**config.mk**
```make
export PLATFORM = sky130hd
export DESIGN_NAME = uart_tx_ctrl
export DESIGN_NICKNAME = d
export VERILOG_FILES = /design/src/rtl/uart_tx_ctrl.sv
export SDC_FILE = /design/constraint.sdc
export NUM_CORES = 1
export LEC_CHECK = 0
export BUFFER_PORTS_ARGS = -buffer_cell sky130_fd_sc_hd__buf_2
export CORE_UTILIZATION = 40
export DETAILED_ROUTE_END_ITERATION = 10
export HOLD_SLACK_MARGIN = 0.15
export PLACE_DENSITY = 0.6
export SETUP_SLACK_MARGIN = 0.02
export SYNTH_ARGS = -nofsm -noshare
export SYNTH_HDL_FRONTEND = slang
export SYNTH_SLANG_ARGS = --single-unit
export TNS_END_PERCENT = 1
```
**constraint.sdc**
```tcl
create_clock -name CLK -period 3.7 [get_ports CLK]
set_input_delay 0.555 -clock CLK [delete_from_list [all_inputs] [get_ports CLK]]
set_output_delay 0.555 -clock CLK [all_outputs]
set_load 0.02 [all_outputs]
```
**src/rtl/uart_tx_ctrl.sv**
```systemverilog
`default_nettype none
// ============================================================================
// Module   : uart_tx_ctrl
// Brief    : UART transmitter that owns the fractional baud generator setup,
//            defers divisor changes to frame gaps and restarts its phase.
// Revision : 1.0 - initial release
// ============================================================================
module uart_tx_ctrl #(
    parameter int          OVERSAMPLE  = 16,
    parameter int          STOP_BITS   = 1,
    parameter logic [15:0] DEF_DIVINT  = 16'd27,
    parameter logic [5:0]  DEF_DIVFRAC = 6'd8
) (
    input  logic        CLK,
    input  logic        RST,
    input  logic        cfg_we,
    input  logic [15:0] cfg_divint,
    input  logic [5:0]  cfg_divfrac,
    input  logic        cfg_parity_en,
    input  logic        cfg_parity_odd,
    output logic        cfg_pending,
    output logic [15:0] baud_divint,
    output logic [5:0]  baud_divfrac,
    output logic        gen_rstn,
    input  logic        baud_tick,
    input  logic [7:0]  tx_data,
    input  logic        tx_valid,
    output logic        tx_ready,
    output logic        txd,
    output logic        busy
);

    typedef enum logic [2:0] {
        S_IDLE   = 3'd0,
        S_APPLY  = 3'd1,
        S_START  = 3'd2,
        S_DATA   = 3'd3,
        S_PARITY = 3'd4,
        S_STOP   = 3'd5
    } state_t;

    localparam logic [7:0] c_TICK_LAST = 8'(OVERSAMPLE - 1);
    localparam logic       c_STOP_LAST = 1'(STOP_BITS - 1);

    state_t      r_state_q,      w_state_d;
    logic [15:0] r_sh_divint_q,  w_sh_divint_d;
    logic [5:0]  r_sh_divfrac_q, w_sh_divfrac_d;
    logic        r_sh_par_en_q,  w_sh_par_en_d;
    logic        r_sh_par_odd_q, w_sh_par_odd_d;
    logic        r_pending_q,    w_pending_d;
    logic [15:0] r_divint_q,     w_divint_d;
    logic [5:0]  r_divfrac_q,    w_divfrac_d;
    logic        r_par_en_q,     w_par_en_d;
    logic        r_par_odd_q,    w_par_odd_d;
    logic [7:0]  r_shift_q,      w_shift_d;
    logic        r_par_bit_q,    w_par_bit_d;
    logic [7:0]  r_tick_cnt_q,   w_tick_cnt_d;
    logic [2:0]  r_bit_idx_q,    w_bit_idx_d;
    logic        r_stop_idx_q,   w_stop_idx_d;
    logic        r_txd_q,        w_txd_d;
    logic        r_tx_ready_q,   w_tx_ready_d;
    logic        r_busy_q,       w_busy_d;
    logic        r_gen_rstn_q,   w_gen_rstn_d;

    logic w_tick;
    logic w_bit_end;

    // Ticks only count while a frame is running and the generator is out of reset.
    assign w_tick    = baud_tick && r_gen_rstn_q &&
                       (r_state_q != S_IDLE) && (r_state_q != S_APPLY);
    assign w_bit_end = w_tick && (r_tick_cnt_q == c_TICK_LAST);

    always_comb begin
        w_state_d      = r_state_q;
        w_sh_divint_d  = r_sh_divint_q;
        w_sh_divfrac_d = r_sh_divfrac_q;
        w_sh_par_en_d  = r_sh_par_en_q;
        w_sh_par_odd_d = r_sh_par_odd_q;
        w_pending_d    = r_pending_q;
        w_divint_d     = r_divint_q;
        w_divfrac_d    = r_divfrac_q;
        w_par_en_d     = r_par_en_q;
        w_par_odd_d    = r_par_odd_q;
        w_shift_d      = r_shift_q;
        w_par_bit_d    = r_par_bit_q;
        w_tick_cnt_d   = r_tick_cnt_q;
        w_bit_idx_d    = r_bit_idx_q;
        w_stop_idx_d   = r_stop_idx_q;
        w_txd_d        = r_txd_q;

        if (cfg_we) begin
            w_sh_divint_d  = cfg_divint;
            w_sh_divfrac_d = cfg_divfrac;
            w_sh_par_en_d  = cfg_parity_en;
            w_sh_par_odd_d = cfg_parity_odd;
            w_pending_d    = 1'b1;
        end

        if (w_tick) begin
            w_tick_cnt_d = w_bit_end ? 8'd0 : r_tick_cnt_q + 8'd1;
        end

        case (r_state_q)
            S_IDLE: begin
                w_txd_d = 1'b1;
                if (r_pending_q) begin
                    w_state_d = S_APPLY;
                end else if (tx_valid && r_tx_ready_q) begin
                    w_state_d    = S_START;
                    w_shift_d    = tx_data;
                    w_par_bit_d  = (^tx_data) ^ r_par_odd_q;
                    w_tick_cnt_d = 8'd0;
                    w_txd_d      = 1'b0;
                end
            end
            S_APPLY: begin
                w_divint_d  = r_sh_divint_q;
                w_divfrac_d = r_sh_divfrac_q;
                w_par_en_d  = r_sh_par_en_q;
                w_par_odd_d = r_sh_par_odd_q;
                // A write landing in this cycle must survive for another pass.
                if (!cfg_we) begin
                    w_pending_d = 1'b0;
                end
                w_state_d = S_IDLE;
            end
            S_START: begin
                if (w_bit_end) begin
                    w_state_d   = S_DATA;
                    w_bit_idx_d = 3'd0;
                    w_txd_d     = r_shift_q[0];
                end
            end
            S_DATA: begin
                if (w_bit_end) begin
                    if (r_bit_idx_q == 3'd7) begin
                        if (r_par_en_q) begin
                            w_state_d = S_PARITY;
                            w_txd_d   = r_par_bit_q;
                        end else begin
                            w_state_d    = S_STOP;
                            w_stop_idx_d = 1'b0;
                            w_txd_d      = 1'b1;
                        end
                    end else begin
                        w_bit_idx_d = r_bit_idx_q + 3'd1;
                        w_shift_d   = r_shift_q >> 1;
                        w_txd_d     = r_shift_q[1];
                    end
                end
            end
            S_PARITY: begin
                if (w_bit_end) begin
                    w_state_d    = S_STOP;
                    w_stop_idx_d = 1'b0;
                    w_txd_d      = 1'b1;
                end
            end
            S_STOP: begin
                w_txd_d = 1'b1;
                if (w_bit_end) begin
                    if (r_stop_idx_q == c_STOP_LAST) begin
                        w_state_d = S_IDLE;
                    end else begin
                        w_stop_idx_d = r_stop_idx_q + 1'b1;
                    end
                end
            end
            default: begin
                w_state_d = S_IDLE;
                w_txd_d   = 1'b1;
            end
        endcase

        // Status flags are registered from the next state so they line up with it.
        w_busy_d     = (w_state_d != S_IDLE);
        w_tx_ready_d = (w_state_d == S_IDLE) && !w_pending_d;
        w_gen_rstn_d = !((w_state_d == S_APPLY) ||
                         ((r_state_q == S_IDLE) && (w_state_d == S_START)));
    end

    always_ff @(posedge CLK) begin
        if (RST) begin
            r_state_q      <= S_IDLE;
            r_sh_divint_q  <= DEF_DIVINT;
            r_sh_divfrac_q <= DEF_DIVFRAC;
            r_sh_par_en_q  <= 1'b0;
            r_sh_par_odd_q <= 1'b0;
            r_pending_q    <= 1'b0;
            r_divint_q     <= DEF_DIVINT;
            r_divfrac_q    <= DEF_DIVFRAC;
            r_par_en_q     <= 1'b0;
            r_par_odd_q    <= 1'b0;
            r_shift_q      <= 8'd0;
            r_par_bit_q    <= 1'b0;
            r_tick_cnt_q   <= 8'd0;
            r_bit_idx_q    <= 3'd0;
            r_stop_idx_q   <= 1'b0;
            r_txd_q        <= 1'b1;
            r_tx_ready_q   <= 1'b0;
            r_busy_q       <= 1'b0;
            r_gen_rstn_q   <= 1'b0;
        end else begin
            r_state_q      <= w_state_d;
            r_sh_divint_q  <= w_sh_divint_d;
            r_sh_divfrac_q <= w_sh_divfrac_d;
            r_sh_par_en_q  <= w_sh_par_en_d;
            r_sh_par_odd_q <= w_sh_par_odd_d;
            r_pending_q    <= w_pending_d;
            r_divint_q     <= w_divint_d;
            r_divfrac_q    <= w_divfrac_d;
            r_par_en_q     <= w_par_en_d;
            r_par_odd_q    <= w_par_odd_d;
            r_shift_q      <= w_shift_d;
            r_par_bit_q    <= w_par_bit_d;
            r_tick_cnt_q   <= w_tick_cnt_d;
            r_bit_idx_q    <= w_bit_idx_d;
            r_stop_idx_q   <= w_stop_idx_d;
            r_txd_q        <= w_txd_d;
            r_tx_ready_q   <= w_tx_ready_d;
            r_busy_q       <= w_busy_d;
            r_gen_rstn_q   <= w_gen_rstn_d;
        end
    end

    assign cfg_pending  = r_pending_q;
    assign baud_divint  = r_divint_q;
    assign baud_divfrac = r_divfrac_q;
    assign gen_rstn     = r_gen_rstn_q;
    assign tx_ready     = r_tx_ready_q;
    assign txd          = r_txd_q;
    assign busy         = r_busy_q;

endmodule
`default_nettype wire
```
# After elaboration in Yosys (flattened, before gate mapping)
# Cells that the tools add are included.
[totals] register_bits=77 in_bits=37 out_inout_bits=27 word_cells=109
[op_classes] n_addsub=3 n_eq_ne=19 n_mux=42 bitwise=3 reduce_logical=23
[op_table] cell="$mux 8" n=9
[op_table] cell="$mux 3" n=11
[op_table] cell="$ne 2x2->1 const B" n=9
[op_table] cell="$mux 1" n=17
[op_table] cell="$pmux 8 s2" n=1
[op_table] cell="$pmux 3 s5" n=1
[op_table] cell="$eq 3x2->1 const B" n=3
[op_table] cell="$eq 3x3->1 const B" n=3
[op_table] cell="$reduce_bool 3->1" n=3
[op_table] cell="$add 8x1->8 const B" n=1
[op_table] cell="$eq 8x4->1 const B" n=1
[op_table] cell="$reduce_and 4->1" n=2
[op_table] cell="$reduce_xor 8->1" n=1
[op_table] cell="$logic_and 1x1->1" n=7
[op_table] cell="$eq 3x1->1 const B" n=2
[op_table] cell="$logic_not 3->1" n=2
[op_table] cell="$pmux 3 s2" n=1
[op_table] cell="$reduce_and 6->1" n=1
[op_table] cell="$pmux 1 s5" n=1
[op_table] cell="$reduce_and 5->1" n=1
[op_table] cell="$reduce_bool 2->1" n=2
[op_table] cell="$add 3x1->3 const B" n=1
[op_table] cell="$ne 3x1->1 const B" n=1
[op_table] cell="$pmux 1 s3" n=1
[op_table] cell="other kinds (6)" n=8

# Longest topological paths before layout
# Gate-level depths: netlist of run 1.
[logic_depth] ltp_word=10 ltp_mapped=9 mapped_depth_nobuf=7

# Worst setup path before layout of run 1
# Ideal clock, no wire load.
[synth_path] path_type="register to register" start="register r_bit_idx_q[0]" end="register r_shift_q[5]" setup_time_ns=0.088 t_arrival_ns=2.117 t_required_ns=3.612 slack_ns=1.495 stages_incl_launch_ff=10 path_buffers=2 period_less_slack_ns=2.205 cell_sequence="dfxtp_1 -> ha_1 -> ha_1 -> or4bb_1 -> nor4_4 -> or2_1 -> buf_4 -> buf_6 -> nor2_1 -> a311oi_2"
[synth_via] elab_chain_cells=3
[synth_rtl] item="start, declared" line="58" rtl="logic [2:0] r_bit_idx_q, w_bit_idx_d;"
[synth_rtl] item="start signal, assigned" line="217" rtl="r_bit_idx_q <= w_bit_idx_d;"
[synth_rtl] item="$eq 3x3->1" line="136" rtl="if (r_bit_idx_q == 3'd7) begin"
[synth_rtl] item="$ne 2x2->1 (no line)"
[synth_rtl] item="$reduce_and 5->1 (no line)"
[synth_rtl] item="end signal, assigned" line="214" rtl="r_shift_q <= w_shift_d;"
[synth_rtl] item="end, declared" line="55" rtl="logic [7:0] r_shift_q, w_shift_d;"
# Every way passes these cells.
# A chain may end at the register's enable or synchronous reset.

# Final worst setup path of run 1
[layout_path] start="register r_state_q[0]" end="register r_shift_q[3]"
[layout_via] elab_chain_cells=6 elab_cells_between_ends=14 cone_classes="eq/ne: 6; mux: 1; reduce/logical: 7"
[layout_rtl] item="start, declared" line="45" rtl="state_t r_state_q, w_state_d;"
[layout_rtl] item="start signal, assigned" line="204" rtl="r_state_q <= w_state_d;"
[layout_rtl] item="$reduce_bool 3->1" line="70" rtl="(r_state_q != S_IDLE) && (r_state_q != S_APPLY);"
[layout_rtl] item="$logic_and 1x1->1" line="69" rtl="assign w_tick = baud_tick && r_gen_rstn_q &&"
[layout_rtl] item="$logic_and 1x1->1" line="70"
[layout_rtl] item="$logic_and 1x1->1" line="71" rtl="assign w_bit_end = w_tick && (r_tick_cnt_q == c_TICK_LAST);"
[layout_rtl] item="$ne 2x2->1 (no line)"
[layout_rtl] item="$reduce_and 5->1 (no line)"
# Parallel ways exist; a longest one is shown, timed or not.

==> results of run 1 <==
-- power by group through the flow --
stage	clock, mW	sequential [mW]	combinational [mW]
2_1_floorplan	0	0.897	0.105
3_3_place_gp	0	0.889	0.165
3_5_place_dp	0	0.890	0.168
4_1_cts	0.679	0.871	0.169
5_1_grt	0.717	0.876	0.186
6_report	0.657	0.871	0.166
-- layer usage --
layer | global-route usage (%) | share of wire, % | wire length (um)
met1 | 23.1 | 47 | 3260
met2 | 25.8 | 44 | 3060
met3 | 7.55 | 7.4 | 509
met4 | 4.69 | 0.99 | 68
met5 | 0 | 0 | 0
-- registers in the layout (all words and copies together) (netlist names) --
register,flops
baud_divint,16
r_sh_divint_q,16
r_shift_q,8
r_tick_cnt_q,8
baud_divfrac,6
r_sh_divfrac_q,6
r_bit_idx_q,3
r_state_q,3
busy,1
cfg_pending,1
gen_rstn,1
r_par_bit_q,1
r_par_en_q,1
r_par_odd_q,1
r_sh_par_en_q,1
r_sh_par_odd_q,1
tx_ready,1
txd,1
-- cell usage after synthesis (2+ instances only) --
cell type  count  area (um^2)
dfxtp_1       76         1520
nand2_1       71          267
nor2_1        49          184
a21oi_1       27          135
mux2i_1       24          240
clkbuf_1      17         63.8
nand3_1       12         60.1
xnor2_1        9         78.8
nand3b_1       6         45.0
nor2b_1        6         37.5
a211o_1        5         43.8
a311oi_1       5         43.8
nor3_1         5         25.0
buf_1          4         15.0
ha_1           4         50.1
inv_1          3         11.3
xor2_1         3         26.3
a22oi_1        2         15.0
a311oi_2       2         30.0
and3_1         2         12.5
nand4_1        2         12.5
o211a_1        2         20.0
o211ai_1       2         15.0
o21ai_0        2         10.0
or3_1          2         12.5
-- placed cells by master (no fill, tap or decap), types with 2 or more instances in the layout --
cell type	instances
a211o_1	5
dfxtp_1	76
nand3b_1	6
a21oi_1	27
and3_1	2
o211ai_1	2
nor3_1	4
xnor2_1	9
nor3_2	2
clkbuf_8	9
ha_1	4
nand3_1	12
o21ai_0	2
a22oi_1	2
nor2b_1	6
o211a_1	2
inv_1	3
nor2_1	49
nand2_1	71
buf_4	2
clkinv_4	3
mux2i_1	24
xor2_1	3
nand4_1	2
or3_1	2
a311oi_2	2
a311oi_1	5
buf_2	63
-- cells by family after synthesis --
kind of cell	synth area share, %
and+or+nand+nor	24.3
DFF	47.2
AOI/OAI and AO/OA	12.2
buffers and inverters	3.38
muxes	7.46
xor gates and xnor gates	3.96
adders and majority gates	1.55
-- final cells by class --
| cell class | count | area (um^2) | area share (%) |
|---|---|---|---|
| Multi-Input combinational cell | 265 | 1600 | 42.1 |
| Sequential cell | 76 | 1520 | 40.1 |
| Timing Repair Buffer | 65 | 330 | 8.70 |
| Tap cell | 102 | 128 | 3.36 |
| Clock buffer | 9 | 124 | 3.26 |
| Clock inverter | 7 | 83.8 | 2.21 |
| Inverter | 3 | 11.3 | 0.297 |
-- worst max-delay path, stage by stage (launching register included) --
cell      delay, ns
dfxtp_1        0.77
or4bb_1        0.60
nor4_4         0.27
or2_1          0.47
nor2_1         0.08
a311oi_1       0.27
-- path summary, 6_finish.rpt --
kind,startpoint,endpoint,slack [ns],cells after the start
min,cfg_divfrac[3],r_sh_divfrac_q[3],0.41,2
max,r_state_q[0],r_shift_q[3],1.14,5
max reg2reg,r_state_q[0],r_shift_q[3],1.14,5
min reg2reg,r_sh_divint_q[9],baud_divint[9],0.45,2
-- per-stage QoR --
step / instances / util [%]
2_1_floorplan: 367 / -
3_3_place_gp: 511 / 46.2
3_5_place_dp: 511 / 46.2
4_1_cts: 527 / 48.9
5_1_grt: 527 / 48.9
6_report: 527 / 48.9
==> metrics.txt, run 1 <==
status completed; DIE AREA between 8000 and 9000 um^2; ys flop type dfxtp_1; Setup violations, final 0; ys async rst share 0%; CTS tree built; Ys Warns 0; Num CTS Buffers 9; Setup crit end kind flop; largest net degree at the start of global routing 37; drt first pass iters 5; Tightest Hold Check Type in -> reg; number of flops mapped to enable cells by yosys 0; RD Place Congestion 0.774; peak supply drop between 200 and 300 uV; Fin Setup TNS 0 ns; worst slack at placement 1.17 ns; DR iter-0 viols 110; Avg Inst Size Synth 8.78 um^2; Synth Net Count 408; CTS resizes 0; combinational share of power roughly 9.8%; Reg power frac 51.4%; GRT Residual Overflow 0; initial antenna violation count 0; pwr/cell area roughly 450 nW/um^2; Crit Path Class reg -> reg; ANT cells 0; clk sink count 76; max-slew violations 0; skew final a little over 0.01 ns; Hold Vio Cnt, Final 0; DRC errors left 0; Die Ht ~92 um; final setup margin between 1 and 1.5 ns; WP data required roughly 4.0 ns; H-tree Lvls 3; final WL around 6.9 mm; Core Area 7770 um^2; I/O Buffers 63; Die W 91.7 um; Boundary Pins 64; Pint roughly 1.2 mW; Critical Path Source Type flop; WHS ~0.4 ns; Initial Util 41.5%; crit path DAT approximately 2.8 ns; final worst-path cycle share 69.3%; Rows 32; Placed Instance Area ~3600 um^2; CP max FO 21; post-route cell area around 3800 um^2; first-pass GRT wire length between 10 and 15 mm; total power between 1.5 and 2 mW; Seq/Total Area, Yosys 47.2%; Clk pwr share between 30% and 40%; Leak ~1.6 nW; vias per cell about 5; fmax roughly 0.39 GHz; Cell variety after synth 50; Mapped Area 3220 um^2; NetSw 0.450 mW; number of post-CTS setup repair buffers 0; # nets final roughly 460; Slew @ Worst Pin 0.902 ns; Max clock buf depth 2; Slew HR 39.9%; area growth from synthesis to layout 17.8%; sw frac 26.6%; worst skew pair latency ~0.36 ns; Reg clk slew, reported paths about 0.080 ns; Final Critical Period 2.56 ns; # hold bufs at CTS 0; vias in the first global route between 2,000 and 2,500; proportion of layout cells with a drive suffix above 1 21.6%; number of max-cap violations 0; cell count after synthesis about 370; flops & latches, synth 76; GR Util All Layers between 10% and 20%; ANT nets after route 0; CTS root buf clkbuf_8; unrepaired setup endpoints after global routing no; vias approximately 2,700; detailed placement HPWL about 4.6 mm; post-DR wirelength/cell about 13 um; fill count slightly below 800
No activity file was read; power rests on OpenSTA's default activity.
==> run 2: changes to the inputs <==
- clock period: 3.7 -> 2.6 ns (I/O delays scaled with it)
==> metrics.txt, run 2 (same netlist as run 1, synthesis figures left out) <==
Die W 91.7 um (unchanged); status completed; first-pass GRT wire length 11.9 mm (+3.0%); CP max FO 14 (-33%); GR Util met1 22.3% (-0.76 points); Slew HR 49.5% (+9.7 points); detailed placement HPWL 4.75 mm (+3.1%); H-tree Lvls 3 (unchanged); Num CTS Buffers 9 (unchanged); worst skew pair latency 0.35 ns (about the same); Crit Path Class reg -> reg; WHS 0.243 ns (-0.164 ns); post-route cell area 3870 um^2 (+2.0%); GRT Residual Overflow 0 (unchanged); final setup margin 0.276 ns (-0.860 ns); number of max-cap violations 0 (unchanged); CTS resizes 0 (unchanged); ANT cells 0 (unchanged); proportion of layout cells with a drive suffix above 1 22.9% (+1.3 points); Leak 1.63 nW (+3.0%); reg2reg end r_shift_q[4]; Die Ht 91.7 um (unchanged); largest net degree at the start of global routing 42 (+14%); Final Critical Period 2.32 ns (-0.240 ns); Max clock buf depth 2 (unchanged); initial antenna violation count 0 (unchanged); number of post-CTS setup repair buffers 0 (unchanged); CTS root buf clkbuf_8; ANT nets after route 0 (unchanged); DIE AREA 8420 um^2 (unchanged); Reg clk slew, reported paths 0.08 ns (about the same); Reg2Reg Launch Point r_bit_idx_q[0]; unrepaired setup endpoints after global routing no; pwr/cell area 647 nW/um^2 (+45%); sw frac 24.5% (-2.1 points); crit path from r_bit_idx_q[0]; Initial Util 41.5% (unchanged); max-slew violations 0 (unchanged); WP data required 2.85 ns (-1.10 ns); post-DR wirelength/cell 13.1 um (about the same); Hold Path Cell Cnt 2 (unchanged); Critical Path Source Type flop; GR Util All Layers 17.9% (+0.44 points); Fin Setup TNS 0 ns (unchanged); Placed Instance Area 3640 um^2 (+1.5%); vias per cell 5.06 (-0.65%); met3 usage 5.39% (-2.2 points); Tightest Hold Check Type in -> reg; DRC errors left 0 (unchanged); # hold bufs at CTS 0 (unchanged); fmax 0.430 GHz (+10%); DR iter-0 viols 93 (-15%); Hold Vio Cnt, Final 0 (unchanged); area growth from synthesis to layout 20.2%; Pint 1.89 mW (+52%); GRT busiest layer met2; total power 2.51 mW (+48%); crit path DAT 2.58 ns (-0.24 ns); Setup crit end kind flop; most common cell after layout, fill and taps aside dfxtp_1; WHS Endpoint r_sh_divint_q[0]; fill count 760 (-3.9%); NetSw 0.614 mW (+36%); vias 2,702 (+0.67%); combinational share of power 9.8% (about the same); I/O Buffers 63 (unchanged); clk sink count 76 (unchanged); RD Place Congestion 0.853 (+10%); most frequent cells in the layout dfxtp_1 (76), nand2_1 (71), buf_2 (63), nor2_1 (49), a21oi_1 (27); FF-to-FF path depth 8 (+3); Util after Layout 49.8% (+0.98 points); final WL 6.98 mm (+1.3%); grt met2 use 28.6% (+2.8 points); # nets final 468 (+1.5%); Reg power frac 49.3% (-2.1 points); skew final 0.0127 ns (+0.00261 ns); final worst-path cycle share 89.4% (+20 points); Worst Min Path Start cfg_divint[0]; final cell count without fillers 534 (+1.3%); CTS tree built; Rows 32 (unchanged); Slew @ Worst Pin 0.757 ns (-0.145 ns); Setup violations, final 0 (unchanged); drt first pass iters 4 (-1); Clk pwr share 40.8% (+2.0 points); worst slack at placement 0.284 ns (-0.888 ns); peak supply drop 353 uV (+37%); dpl cells 518 (+1.4%); Core Area 7770 um^2 (unchanged); Worst R2R Setup Slack 0.28 ns (-0.86 ns); Boundary Pins 64 (unchanged); vias in the first global route 2,536 (+3.1%)
run 2: routing by layer:
metal  vias to the layer above  share of wire (%)
met5                         -                  0
met4                         0                1.8
met3                        11                5.9
met2                        67                 44
met1                      1241                 48
li1                       1383                  -
run 2: layout make-up:
| type | count | area (um^2) | area share, % |
|---|---|---|---|
| Clock buffer | 10 | 138 | 3.56 |
| Clock inverter | 6 | 93.8 | 2.42 |
| Inverter | 3 | 11.3 | 0.291 |
| Multi-Input combinational cell | 265 | 1600 | 41.2 |
| Sequential cell | 76 | 1520 | 39.3 |
| Tap cell | 102 | 128 | 3.30 |
| Timing Repair Buffer | 72 | 383 | 9.89 |
run 2: worst max-delay path by stage:
stage	to	cells after the start	slack, ns
2_1_floorplan	r_shift_q[5]	9	0.40
3_3_place_gp	r_shift_q[5]	8	0.35
3_5_place_dp	r_shift_q[4]	8	0.28
4_1_cts	r_shift_q[4]	8	0.26
5_1_grt	r_shift_q[4]	8	0.07
6_report	r_shift_q[4]	8	0.28
run 2: power groups by stage:
stage                     Clock, mW  Combinational [mW]  Sequential, mW
after global placement            0               0.244            1.26
after CTS                      1.06               0.250            1.24
after floorplan                   0               0.150            1.28
after global routing           1.11               0.274            1.24
after detailed placement          0               0.249            1.26
final                          1.02               0.246            1.24
run 2: worst max-delay path, stage by stage, from the launching register on:
cell	delay [ns]
dfxtp_1	0.33
ha_1	0.20
ha_1	0.24
or4bb_1	0.56
nor4_4	0.25
or2_1	0.15
buf_4	0.19
nor2_1	0.06
a311oi_1	0.24
